$ cat src/rtl/nvdla_cacc_reg_initiator_pkg.sv
// Shared types for the CACC register-bus initiator: op codes, FSM states,
// the buffered request payload and the masked poll compare.
package nvdla_cacc_reg_initiator_pkg;

  typedef enum logic [1:0] {
    OP_WR   = 2'd0,
    OP_RD   = 2'd1,
    OP_POLL = 2'd2,
    OP_RSV  = 2'd3
  } op_e;

  typedef enum logic [2:0] {
    ST_IDLE = 3'd0,
    ST_WR   = 3'd1,
    ST_RD   = 3'd2,
    ST_POLL = 3'd3,
    ST_RESP = 3'd4
  } state_e;

  // 2 + 12 + 32 + 32 = 78 bits
  typedef struct packed {
    op_e         op;
    logic [11:0] offset;
    logic [31:0] wdata;
    logic [31:0] mask;
  } req_t;

  function automatic logic poll_hit(input logic [31:0] sample,
                                    input logic [31:0] expect_val,
                                    input logic [31:0] mask);
    return (sample & mask) == (expect_val & mask);
  endfunction

endpackage

$ cat src/rtl/nvdla_cacc_reg_req_fifo.sv
// Request FIFO for the register initiator: REQ_DEPTH entries, no bypass,
// so a push into an empty FIFO is poppable on the following cycle.
module nvdla_cacc_reg_req_fifo
  import nvdla_cacc_reg_initiator_pkg::*;
#(
  parameter int DEPTH = 4
) (
  input  logic clk,
  input  logic rst_n,
  input  logic push,
  input  req_t push_data,
  input  logic pop,
  output req_t pop_data,
  output logic full,
  output logic empty
);

  localparam int AW = $clog2(DEPTH);

  // Pointers carry one extra wrap bit to tell full from empty.
  logic [AW:0] wptr;
  logic [AW:0] rptr;
  req_t        mem [DEPTH];

  assign empty    = (wptr == rptr);
  assign full     = (wptr[AW] != rptr[AW]) && (wptr[AW-1:0] == rptr[AW-1:0]);
  assign pop_data = mem[rptr[AW-1:0]];

  always_ff @(posedge clk or negedge rst_n) begin
    if (!rst_n) begin
      wptr <= '0;
      rptr <= '0;
    end else begin
      if (push && !full) wptr <= wptr + (AW+1)'(1);
      if (pop && !empty) rptr <= rptr + (AW+1)'(1);
    end
  end

  always_ff @(posedge clk) begin
    if (push && !full) mem[wptr[AW-1:0]] <= push_data;
  end

endmodule

$ cat src/rtl/nvdla_cacc_reg_initiator.sv
// Register-bus initiator for the CACC register file. Poll support (with
// timeout) is built only when NVDLA_CACC_REG_POLL_EN is defined.
module nvdla_cacc_reg_initiator
  import nvdla_cacc_reg_initiator_pkg::*;
#(
  parameter int REQ_DEPTH    = 4,
  parameter int POLL_TIMEOUT = 1024
) (
  input  logic        nvdla_core_clk,
  input  logic        nvdla_core_rstn,
  input  logic        req_pvld,
  output logic        req_prdy,
  input  logic [1:0]  req_op,
  input  logic [11:0] req_offset,
  input  logic [31:0] req_wdata,
  input  logic [31:0] req_mask,
  output logic        rsp_pvld,
  input  logic        rsp_prdy,
  output logic [31:0] rsp_rdata,
  output logic        rsp_err,
  output logic [11:0] reg_offset,
  output logic [31:0] reg_wr_data,
  output logic        reg_wr_en,
  input  logic [31:0] reg_rd_data,
  output logic        busy
);

  req_t   push_data;
  req_t   head;
  logic   full;
  logic   empty;
  logic   pop;
  state_e state;

  assign push_data = '{op: op_e'(req_op), offset: req_offset, wdata: req_wdata, mask: req_mask};
  assign req_prdy  = ~full;
  assign pop       = ((state == ST_IDLE) || (state == ST_WR)) && !empty;
  assign busy      = (state != ST_IDLE) || !empty;

  nvdla_cacc_reg_req_fifo #(.DEPTH(REQ_DEPTH)) u_req_fifo (
    .clk       (nvdla_core_clk),
    .rst_n     (nvdla_core_rstn),
    .push      (req_pvld & ~full),
    .push_data (push_data),
    .pop       (pop),
    .pop_data  (head),
    .full      (full),
    .empty     (empty)
  );

`ifdef NVDLA_CACC_REG_POLL_EN
  localparam int CW = (POLL_TIMEOUT > 1) ? $clog2(POLL_TIMEOUT) : 1;
  logic [CW-1:0] poll_cnt;
  logic [31:0]   poll_exp;
  logic [31:0]   poll_mask;
`else
  logic unused_poll;
  assign unused_poll = ^{req_mask, head.mask, 32'(POLL_TIMEOUT)};
`endif

  // Access sequencer; all bus and response outputs are flopped here.
  always_ff @(posedge nvdla_core_clk or negedge nvdla_core_rstn) begin
    if (!nvdla_core_rstn) begin
      state       <= ST_IDLE;
      reg_offset  <= 12'd0;
      reg_wr_data <= 32'd0;
      reg_wr_en   <= 1'b0;
      rsp_pvld    <= 1'b0;
      rsp_rdata   <= 32'd0;
      rsp_err     <= 1'b0;
`ifdef NVDLA_CACC_REG_POLL_EN
      poll_cnt    <= '0;
      poll_exp    <= 32'd0;
      poll_mask   <= 32'd0;
`endif
    end else begin
      reg_wr_en <= 1'b0;
      case (state)
        ST_IDLE, ST_WR: begin
          if (!empty) begin
            reg_offset <= head.offset;
            case (head.op)
              OP_WR: begin
                reg_wr_data <= head.wdata;
                reg_wr_en   <= 1'b1;
                state       <= ST_WR;
              end
              OP_RD: state <= ST_RD;
`ifdef NVDLA_CACC_REG_POLL_EN
              OP_POLL: begin
                poll_cnt  <= '0;
                poll_exp  <= head.wdata;
                poll_mask <= head.mask;
                state     <= ST_POLL;
              end
`else
              OP_POLL: state <= ST_RD;
`endif
              default: begin
                rsp_rdata <= 32'd0;
                rsp_err   <= 1'b1;
                rsp_pvld  <= 1'b1;
                state     <= ST_RESP;
              end
            endcase
          end else begin
            state <= ST_IDLE;
          end
        end
        ST_RD: begin
          rsp_rdata <= reg_rd_data;
          rsp_err   <= 1'b0;
          rsp_pvld  <= 1'b1;
          state     <= ST_RESP;
        end
`ifdef NVDLA_CACC_REG_POLL_EN
        ST_POLL: begin
          if (poll_hit(reg_rd_data, poll_exp, poll_mask)) begin
            rsp_rdata <= reg_rd_data;
            rsp_err   <= 1'b0;
            rsp_pvld  <= 1'b1;
            state     <= ST_RESP;
          end else if (poll_cnt == CW'(POLL_TIMEOUT - 1)) begin
            rsp_rdata <= reg_rd_data;
            rsp_err   <= 1'b1;
            rsp_pvld  <= 1'b1;
            state     <= ST_RESP;
          end else begin
            poll_cnt <= poll_cnt + CW'(1);
          end
        end
`endif
        ST_RESP: begin
          if (rsp_prdy) begin
            rsp_pvld <= 1'b0;
            state    <= ST_IDLE;
          end else begin
            rsp_pvld <= 1'b1;
          end
        end
        default: begin
          rsp_pvld <= 1'b0;
          state    <= ST_IDLE;
        end
      endcase
    end
  end

endmodule

$ cat config.mk
export PLATFORM = sky130hd
export DESIGN_NAME = nvdla_cacc_reg_initiator
export DESIGN_NICKNAME = d
export VERILOG_FILES = /design/src/rtl/nvdla_cacc_reg_initiator_pkg.sv /design/src/rtl/nvdla_cacc_reg_req_fifo.sv /design/src/rtl/nvdla_cacc_reg_initiator.sv
export SDC_FILE = /design/constraint.sdc
export NUM_CORES = 1
export LEC_CHECK = 0
export CAP_MARGIN = 0
export CORE_ASPECT_RATIO = 1.75
export CORE_UTILIZATION = 50
export CTS_BUF_LIST = sky130_fd_sc_hd__clkbuf_8
export DETAILED_ROUTE_END_ITERATION = 6
export PLACE_DENSITY = 0.84
export SLEW_MARGIN = 20
export SYNTH_ARGS = -nofsm -noshare
export SYNTH_HDL_FRONTEND = slang
export SYNTH_SLANG_ARGS = --single-unit
$ cat constraint.sdc
create_clock -name nvdla_core_clk -period 4.4 [get_ports nvdla_core_clk]
set_clock_uncertainty 0.15 [all_clocks]
set_input_delay 0.44 -clock nvdla_core_clk [delete_from_list [all_inputs] [get_ports nvdla_core_clk]]
set_output_delay 0.44 -clock nvdla_core_clk [all_outputs]
set_load 0.05 [all_outputs]
==> results of run 1 <==
critical path: stages, from the launching register on:
cell and delay [ns]:
dfrtp_2 0.79, buf_4 0.48, xnor2_1 0.22, nand4_1 0.13
clkdlybuf4s50_1 0.82
sequential cells by signal, summed over array words and instances (netlist names):
name	cells
state	3
reg_wr_en	1
u_req_fifo.mem	184
u_req_fifo.wptr	3
rsp_err	1
rsp_rdata	32
rsp_pvld	1
reg_wr_data	32
reg_offset	12
u_req_fifo.rptr	3
kinds of logic after synthesis:
logic type               share of synthesized area (%)
flip-flops                                        75.0
multiplexers                                      15.8
AND/OR/NAND/NOR                                   3.11
adder cells (fa/ha/maj)                          0.850
XOR/XNOR                                          1.07
AO/OA/AOI/OAI                                     2.49
buffers and inverters                             1.66
per-stage QoR:
stage | instance area (µm²) | total power [mW] | setup slack [ns]
floorplan | 10300 | 6.95 | 0.353
global placement | 12200 | 8.10 | 1.35
detailed placement | 12200 | 8.28 | 1.36
CTS | 12900 | 10.1 | 0.802
global route | 12900 | 10.4 | 0.700
finish | 12900 | 9.92 | 0.859
cell usage after synthesis, types with 5 or more instances:
| cell type | instances | area [µm²] |
|---|---|---|
| buf_2 | 6 | 30.0 |
| buf_6 | 5 | 56.3 |
| clkbuf_1 | 9 | 33.8 |
| dfrtp_1 | 88 | 2200 |
| edfxtp_1 | 184 | 5530 |
| ha_1 | 7 | 87.6 |
| inv_1 | 6 | 22.5 |
| mux2_1 | 8 | 90.1 |
| mux2_2 | 18 | 203 |
| mux2_4 | 20 | 300 |
| mux4_2 | 46 | 1040 |
| nand2_1 | 65 | 244 |
| o21ai_0 | 32 | 160 |
final cells by class:
type | count | area (µm²)
Clock inverter | 24 | 120
Tap cell | 248 | 310
Inverter | 6 | 22.5
Antenna cell | 1 | 2.50
Multi-Input combinational cell | 229 | 2430
Sequential cell | 272 | 7730
Clock buffer | 41 | 564
Timing Repair Buffer | 175 | 1720
Fill cell | 1373 | 7390
where the power goes:
group	switching [mW]	internal [mW]	total, mW
logic	2.49	1.71	4.20
clock network	0.841	0.910	1.75
registers	0.405	3.57	3.97
total	3.74	6.18	9.92
layer usage:
| metal | vias up | GRT usage, % | share of wire, % |
|---|---|---|---|
| met5 | - | 0 | 0 |
| met4 | 0 | 9.23 | 3.5 |
| li1 | 2411 | - | - |
| met1 | 2751 | 21.7 | 37 |
| met2 | 175 | 35.0 | 56 |
| met3 | 51 | 2.68 | 4.0 |
path summary, 6_finish.rpt:
kind                               startpoint               endpoint  slack [ns]
max                        u_req_fifo.rptr[1]                   busy        0.86
min reg2reg                   reg_wr_data[21]        reg_wr_data[21]        0.34
max reg2reg                u_req_fifo.rptr[1]  u_req_fifo.mem[1][65]        1.42
min in group asynchronous     nvdla_core_rstn           rsp_rdata[6]        0.40
max in group asynchronous     nvdla_core_rstn         reg_wr_data[8]        2.67
min                            reg_rd_data[7]           rsp_rdata[7]        0.34
what timing repair did:
action | in CTS | in global routing
hold buffers | 1 | 0
gates resized for setup | 0 | 0
hold endpoints to repair | 55 | 0
==> out/qor.txt, run 1 <==
final hold slack -> 0.340 ns
asr flop ratio synth -> 32.4%
# IOs -> 195
DPL Wire Length -> 13,100 µm
number of CTS-inserted buffers -> 37
PortBufs -> 162
Slew Limit Headroom -> 34.5%
Worst Reg-to-Reg Cells -> 4
Unique masters post-synth -> 34
DIE WIDTH -> 111 µm
EDFF count, synth -> 184
GP Congestion -> 0.697
Seq/Total Area, Yosys -> 75.0%
Post-Syn Instances -> 532
Via density -> 5.41
mapped cell area -> 10,300 µm²
Setup Fix Bufs, Post-CTS -> 0
ratio of cells with drive above 1 in the final layout -> 20.5%
die area -> 21,200 µm²
Vias -> 5,388
CTS Buffer Depth -> 3
critical path arrival -> 2.95 ns
first-pass GRT wire length -> 31,200 µm
Tot GR Track Use -> 19.0%
clock-pin slew on the worst setup and hold paths -> 0.07 ns
Post-Layout Cell Count -> 996
most common cell after layout, fill and taps aside -> edfxtp_1
GRT overflow -> 0
pwr dens -> 769 nW/µm²
final setup fails -> 0
placed cells -> 929
status -> finished clean
Routed WL -> 20,000 µm
period utilization -> 80.5%
Clock H-tree levels -> 2
syn nets -> 653
vias in the first global route -> 5,885
VDD IR-drop max -> 0.492 mV
routed length per instance -> 20.1 µm
crit end category -> output pin
Sinks on Clock Net -> 272
Clock Latency Late Sink -> 0.50 ns
TNS Setup -> 0 ns
CTS tree -> yes
CORE AREA -> 20,300 µm²
Final Hold Fails -> 0
Max-cap violations -> 0
hold crit path type -> primary input to flip-flop
hold path depth -> 3
synthesis warning total -> 0
most used flip-flop cell after synthesis -> edfxtp_1
Die Y-Extent -> 192 µm
1st-pass router iterations -> 5
initial detailed-routing violation count -> 242
CP required -> 3.81 ns
initial antenna violation count -> 1
P_leak -> 4.77 nW
CP Max Fanout -> 26
root buf cell -> clkbuf_8
Area Growth Syn to Fin -> 25.2%
DRC -> 0
Antenna Nets Post-Route -> 0
most frequent cells in the layout -> 184 x edfxtp_1, 161 x clkdlybuf4s50_1, 86 x dfrtp_1, 65 x nand2_1, 46 x mux4_2
Critical Path Start Type -> flip-flop
post-layout min period -> 3.54 ns
RSZ-0062 raised after global routing -> no
Max Fclk -> 282 MHz
WS Path Type -> flip-flop to output pin
NumNets Final -> 842
Final Max Slew Viols -> 0
Initial Utilization -> 50.8%
pin count of the biggest net entering global routing -> 57
post-layout util -> 63.6%
Site Rows -> 69
measured slew at the worst slew-check pin -> 0.982 ns
Avg Cell Area, Syn -> 19.4 µm²
synthesized flop and latch total -> 272
(Power assumes the default switching activity.)
==> run 2: changes to the inputs <==
CORE_UTILIZATION = 49   (was 50)
PLACE_DENSITY = 0.86   (was 0.84)
clock period = 3 ns   (was 4.4 ns; I/O delays follow)
==> run 2 against run 1 <==
Against the previous run: the flow now finishes with violations (DRC); core utilization is 0.14 points higher; via count is 0.78% higher; non-clock buffer count is 4 higher; sequential power is 45% higher; cell count is 0.70% higher; setup slack worse by 0.66 ns; highest routed layer unchanged; global-route usage is 1.1 points higher; combinational power is 50% higher; hold slack worse by 0.16 ns; total power is 51% higher; flip-flop and latch count stayed put; critical path depth is 1 lower.
==> out/qor.txt, run 2 (synthesis gave the netlist of run 1 again) <==
cts hold-fix bufs -> 1
die area -> 21,600 µm²
post-layout util -> 63.7%
vias in the first global route -> 6,144
Comb power frac -> 42.3%
Critical Path Start Type -> flip-flop
most frequent cells in the layout -> 184 x edfxtp_1, 161 x clkdlybuf4s50_1, 86 x dfrtp_1, 65 x nand2_1, 46 x mux4_2
Clock power frac -> 19.2%
initial detailed-routing violation count -> 259
pwr dens -> 1150 nW/µm²
Antenna Nets Post-Route -> 0
P_leak -> 4.83 nW
hold path depth -> 3
most common cell after layout, fill and taps aside -> edfxtp_1
Final Hold Fails -> 0
final setup fails -> 0
Max-cap violations -> 0
Final Max Slew Viols -> 0
Initial Utilization -> 50.4%
failing checks -> DRC
VDD IR-drop max -> 0.550 mV
root buf cell -> clkbuf_8
routed length per instance -> 20.6 µm
GP Congestion -> 0.777
Clock H-tree levels -> 2
Via density -> 5.41
period utilization -> 93.5%
post-layout min period -> 2.80 ns
Min-Delay Endpoint -> rsp_rdata[30]
# resized after CTS -> 0
DRC -> 15
Placement Cell Area -> 12,300 µm²
Sinks on Clock Net -> 272
Max Fclk -> 357 MHz
r2r setup slk -> 0.45 ns
DIE WIDTH -> 112 µm
Clock Latency Late Sink -> 0.53 ns
CP required -> 2.55 ns
PortBufs -> 162
WS Path Type -> flip-flop to output pin
initial antenna violation count -> 1
# IOs -> 195
CTS tree -> yes
reg2reg end -> reg_wr_data[28]
internal power -> 9.32 mW
finished layout cell area -> 13,000 µm²
Slew Limit Headroom -> 35.9%
critical path arrival -> 2.35 ns
hold crit path type -> primary input to flip-flop
CORE AREA -> 20,500 µm²
clock-pin slew on the worst setup and hold paths -> 0.07 ns
Sw Share -> 37.6%
1st-pass router iterations -> 7
register share of total power -> 38.5%
Routed WL -> 20,600 µm
RSZ-0062 raised after global routing -> no
Vias -> 5,430
Area Growth Syn to Fin -> 26.5%
r2r startpoint -> u_req_fifo.rptr[0]
Tot GR Track Use -> 20.2%
measured slew at the worst slew-check pin -> 0.962 ns
Site Rows -> 69
pin count of the biggest net entering global routing -> 52
Psw -> 5.61 mW
CTS Buffer Depth -> 3
final hold slack -> 0.177 ns
number of flip-flops in the largest register -> 184
status -> complete, but fails checks
first-pass GRT wire length -> 33,000 µm
hold path start -> reg_rd_data[30]
Die Y-Extent -> 194 µm
number of CTS-inserted buffers -> 38
Worst Reg-to-Reg Cells -> 6
NumNets Final -> 847
crit end category -> output pin
CP Max Fanout -> 8
GRT overflow -> 0
TNS Setup -> 0 ns
DPL Wire Length -> 13,100 µm
ratio of cells with drive above 1 in the final layout -> 21.9%
Setup Fix Bufs, Post-CTS -> 0
[run 2: cell count changes in the layout (fill, tap and decap cells not counted), sizes merged]
cell      before  now
buf           13   17
bufinv         1    3
clkbuf        41   42
clkinv         7    9
clkinvlp       1    2
inv           21   18
[run 2: power groups by stage]
stage          sequential [mW]  clock, mW  combinational, mW
2_1_floorplan             7.37          0               2.83
3_3_place_gp              5.74          0               6.18
3_5_place_dp              5.83          0               6.39
4_1_cts                   5.77       2.94               6.40
5_1_grt                   5.86       3.10               6.68
6_report                  5.75       2.87               6.31
[run 2: worst max-delay path by stage]
stage / endpoint / depth (start not counted) / slack [ns] / startpoint
after floorplan: u_req_fifo.mem[0][32] / 4 / 0.26 / u_req_fifo.rptr[0]
after global placement: reg_wr_data[28] / 6 / 0.49 / u_req_fifo.rptr[0]
after detailed placement: reg_wr_data[30] / 6 / 0.46 / u_req_fifo.rptr[0]
after CTS: busy / 3 / 0.17 / u_req_fifo.rptr[0]
after global routing: req_prdy / 3 / 0.08 / u_req_fifo.rptr[0]
final: busy / 3 / 0.20 / u_req_fifo.rptr[0]
[run 2: area by class of cell]
class	count	area, µm²
sequential	272	7730
fill	1388	7420
multi-input combinational	229	2430
timing repair buffer	179	1770
clock buffer	42	578
tap	248	310
clock inverter	26	189
inverter	6	22.5
antenna	1	2.50
[run 2: stage by stage]
stage	worst slack [ns]	total power, mW	cells
2_1_floorplan	0.263	10.2	532
3_3_place_gp	0.491	11.9	933
3_5_place_dp	0.460	12.2	933
4_1_cts	0.169	15.1	1002
5_1_grt	0.0755	15.6	1003
6_report	0.196	14.9	1003
[run 2: layer usage]
layer	global-route usage (%)	wire (µm)	vias up
li1	-	-	2425
met5	0	0	-
met4	10.2	779	0
met3	2.97	913	53
met1	22.4	7420	2787
met2	37.2	11500	165
[run 2: critical path, stage by stage, from the launching register on]
cell and delay [ns]:
dfrtp_4 0.55, xnor2_1 0.39, nand4_1 0.15, clkdlybuf4s50_1 0.74
==> run 3: changes to the inputs <==
CORE_UTILIZATION = 50   (was 49)
GPL_ROUTABILITY_DRIVEN = 0   (was default)
PLACE_DENSITY = 0.84   (was 0.86)
clock period = 3.45 ns   (was 3 ns; I/O delays follow)
==> run 3 against run 2 <==
Against the previous run: the run now ends clean; clock-buffer cell count increased by 5; non-clock buffer count decreased by 4; cell count decreased by 0.40%; die area decreased by 2.0%; core utilization increased by 0.24 points; hold slack improved by 0.040 ns; flip-flop and latch count unchanged; critical endpoint unchanged.
==> out/qor.txt, run 3 (synthesis gave the netlist of run 1 again) <==
Post-Layout Cell Count -> 999
Setup Fix Bufs, Post-CTS -> 0
Sw Share -> 37.7%
WS Path Type -> flip-flop to output pin
post-layout util -> 64.0%
internal power -> 7.97 mW
Initial Utilization -> 50.8%
Site Rows -> 69
first-pass GRT wire length -> 31,600 µm
pin count of the biggest net entering global routing -> 48
Comb power frac -> 41.9%
crit end category -> output pin
DIE WIDTH -> 111 µm
# IOs -> 195
Slew Limit Headroom -> 45.8%
finished layout cell area -> 13,000 µm²
routed length per instance -> 20.2 µm
Via density -> 5.44
pre-CTS setup slack -> 0.794 ns
Clock power frac -> 18.4%
post-layout min period -> 2.98 ns
pwr dens -> 986 nW/µm²
Max Fclk -> 335 MHz
initial antenna violation count -> 1
Worst Setup SP -> u_req_fifo.rptr[0]
measured slew at the worst slew-check pin -> 0.809 ns
clock-pin slew on the worst setup and hold paths -> 0.07 ns
Final Hold Fails -> 0
final setup fails -> 0
GRT overflow -> 0
Critical Path Start Type -> flip-flop
number of CTS-inserted buffers -> 37
most common cell after layout, fill and taps aside -> edfxtp_1
Fillers -> 1,394
CTS tree -> yes
CP required -> 2.95 ns
Antenna Nets Post-Route -> 0
period utilization -> 86.5%
Final Max Slew Viols -> 0
final hold slack -> 0.217 ns
die area -> 21,200 µm²
DRC -> 0
Placement Cell Area -> 12,200 µm²
TNS Setup -> 0 ns
root buf cell -> clkbuf_8
Clock H-tree levels -> 2
initial detailed-routing violation count -> 224
Sinks on Clock Net -> 272
NumNets Final -> 842
r2r startpoint -> u_req_fifo.rptr[0]
Clock Latency Late Sink -> 0.52 ns
ratio of cells with drive above 1 in the final layout -> 21.5%
DPL Wire Length -> 13,000 µm
P_leak -> 4.79 nW
Psw -> 4.83 mW
register share of total power -> 39.6%
RSZ-0062 raised after global routing -> no
setup slack after layout -> 0.467 ns
CTS Buffer Depth -> 3
status -> finished clean
vias in the first global route -> 5,968
1st-pass router iterations -> 4
multi-input logic area -> 2430 µm²
VDD IR-drop max -> 0.634 mV
Die Y-Extent -> 192 µm
most frequent cells in the layout -> 184 x edfxtp_1, 161 x clkdlybuf4s50_1, 86 x dfrtp_1, 65 x nand2_1, 47 x clkbuf_8
critical path arrival -> 2.49 ns
number of flip-flops in the largest register -> 184
Pwr Total -> 12.8 mW
placed cells -> 929
hold crit path type -> primary input to async pin
PortBufs -> 162
Vias -> 5,436
Tot GR Track Use -> 19.4%
CP Max Fanout -> 17
CORE AREA -> 20,300 µm²
Max-cap violations -> 0
register area -> 7730 µm²
Routed WL -> 20,200 µm
Area Growth Syn to Fin -> 25.9%
-- run 3: changes by cell type in the layout (fill, tap and decap cells not counted), sizes merged --
cell,previous run,this run
inv,18,17
clkinv,9,8
clkbuf,42,47
bufinv,3,0
buf,17,13
-- run 3: layout make-up --
type                    count  share of cell area, %
flip-flops and latches    272                   59.6
clock inverters            21                  0.685
diodes                      1                 0.0193
repair buffers            175                   13.4
clock buffers              47                   4.99
multi-input cells         229                   18.7
inverters                   6                  0.174
well taps                 248                   2.39
-- run 3: final timing paths --
| check | to | slack [ns] | cells past startpoint |
|---|---|---|---|
| hold / removal | reg_wr_data[18] | 0.22 | 2 |
| min in group nvdla_core_clk | rsp_rdata[7] | 0.22 | 3 |
| max in group asynchronous | u_req_fifo.rptr[0] | 2.16 | 3 |
| setup / recovery | busy | 0.47 | 3 |
| hold reg to reg | reg_wr_data[20] | 0.35 | 1 |
| setup reg to reg | reg_wr_data[21] | 0.82 | 6 |
-- run 3: timing repair --
action	in CTS	in global routing
gates resized for setup	0	0
hold endpoints to repair	37	0
hold buffers	1	0
endpoints found under the setup margin	0	0
-- run 3: power groups by stage --
stage	clock (mW)	sequential [mW]	combinational (mW)
CTS	2.43	5.09	5.45
finish	2.36	5.07	5.37
detailed placement	0	5.15	5.44
floorplan	0	6.42	2.45
global route	2.57	5.17	5.68
global placement	0	5.07	5.27
-- run 3: critical path, cell delays in order (launching register included) --
cell,delay (ns)
dfrtp_4,0.63
xnor2_1,0.43
nand4_1,0.16
clkdlybuf4s50_1,0.75
-- run 3: routing by layer --
layer / vias to the layer above / global-route usage, % / routed length [µm]
met4: 0 / 9.33 / 619
met1: 2798 / 21.1 / 7350
met3: 37 / 3.31 / 816
met5: - / 0 / 0
li1: 2428 / - / -
met2: 173 / 36.5 / 11400
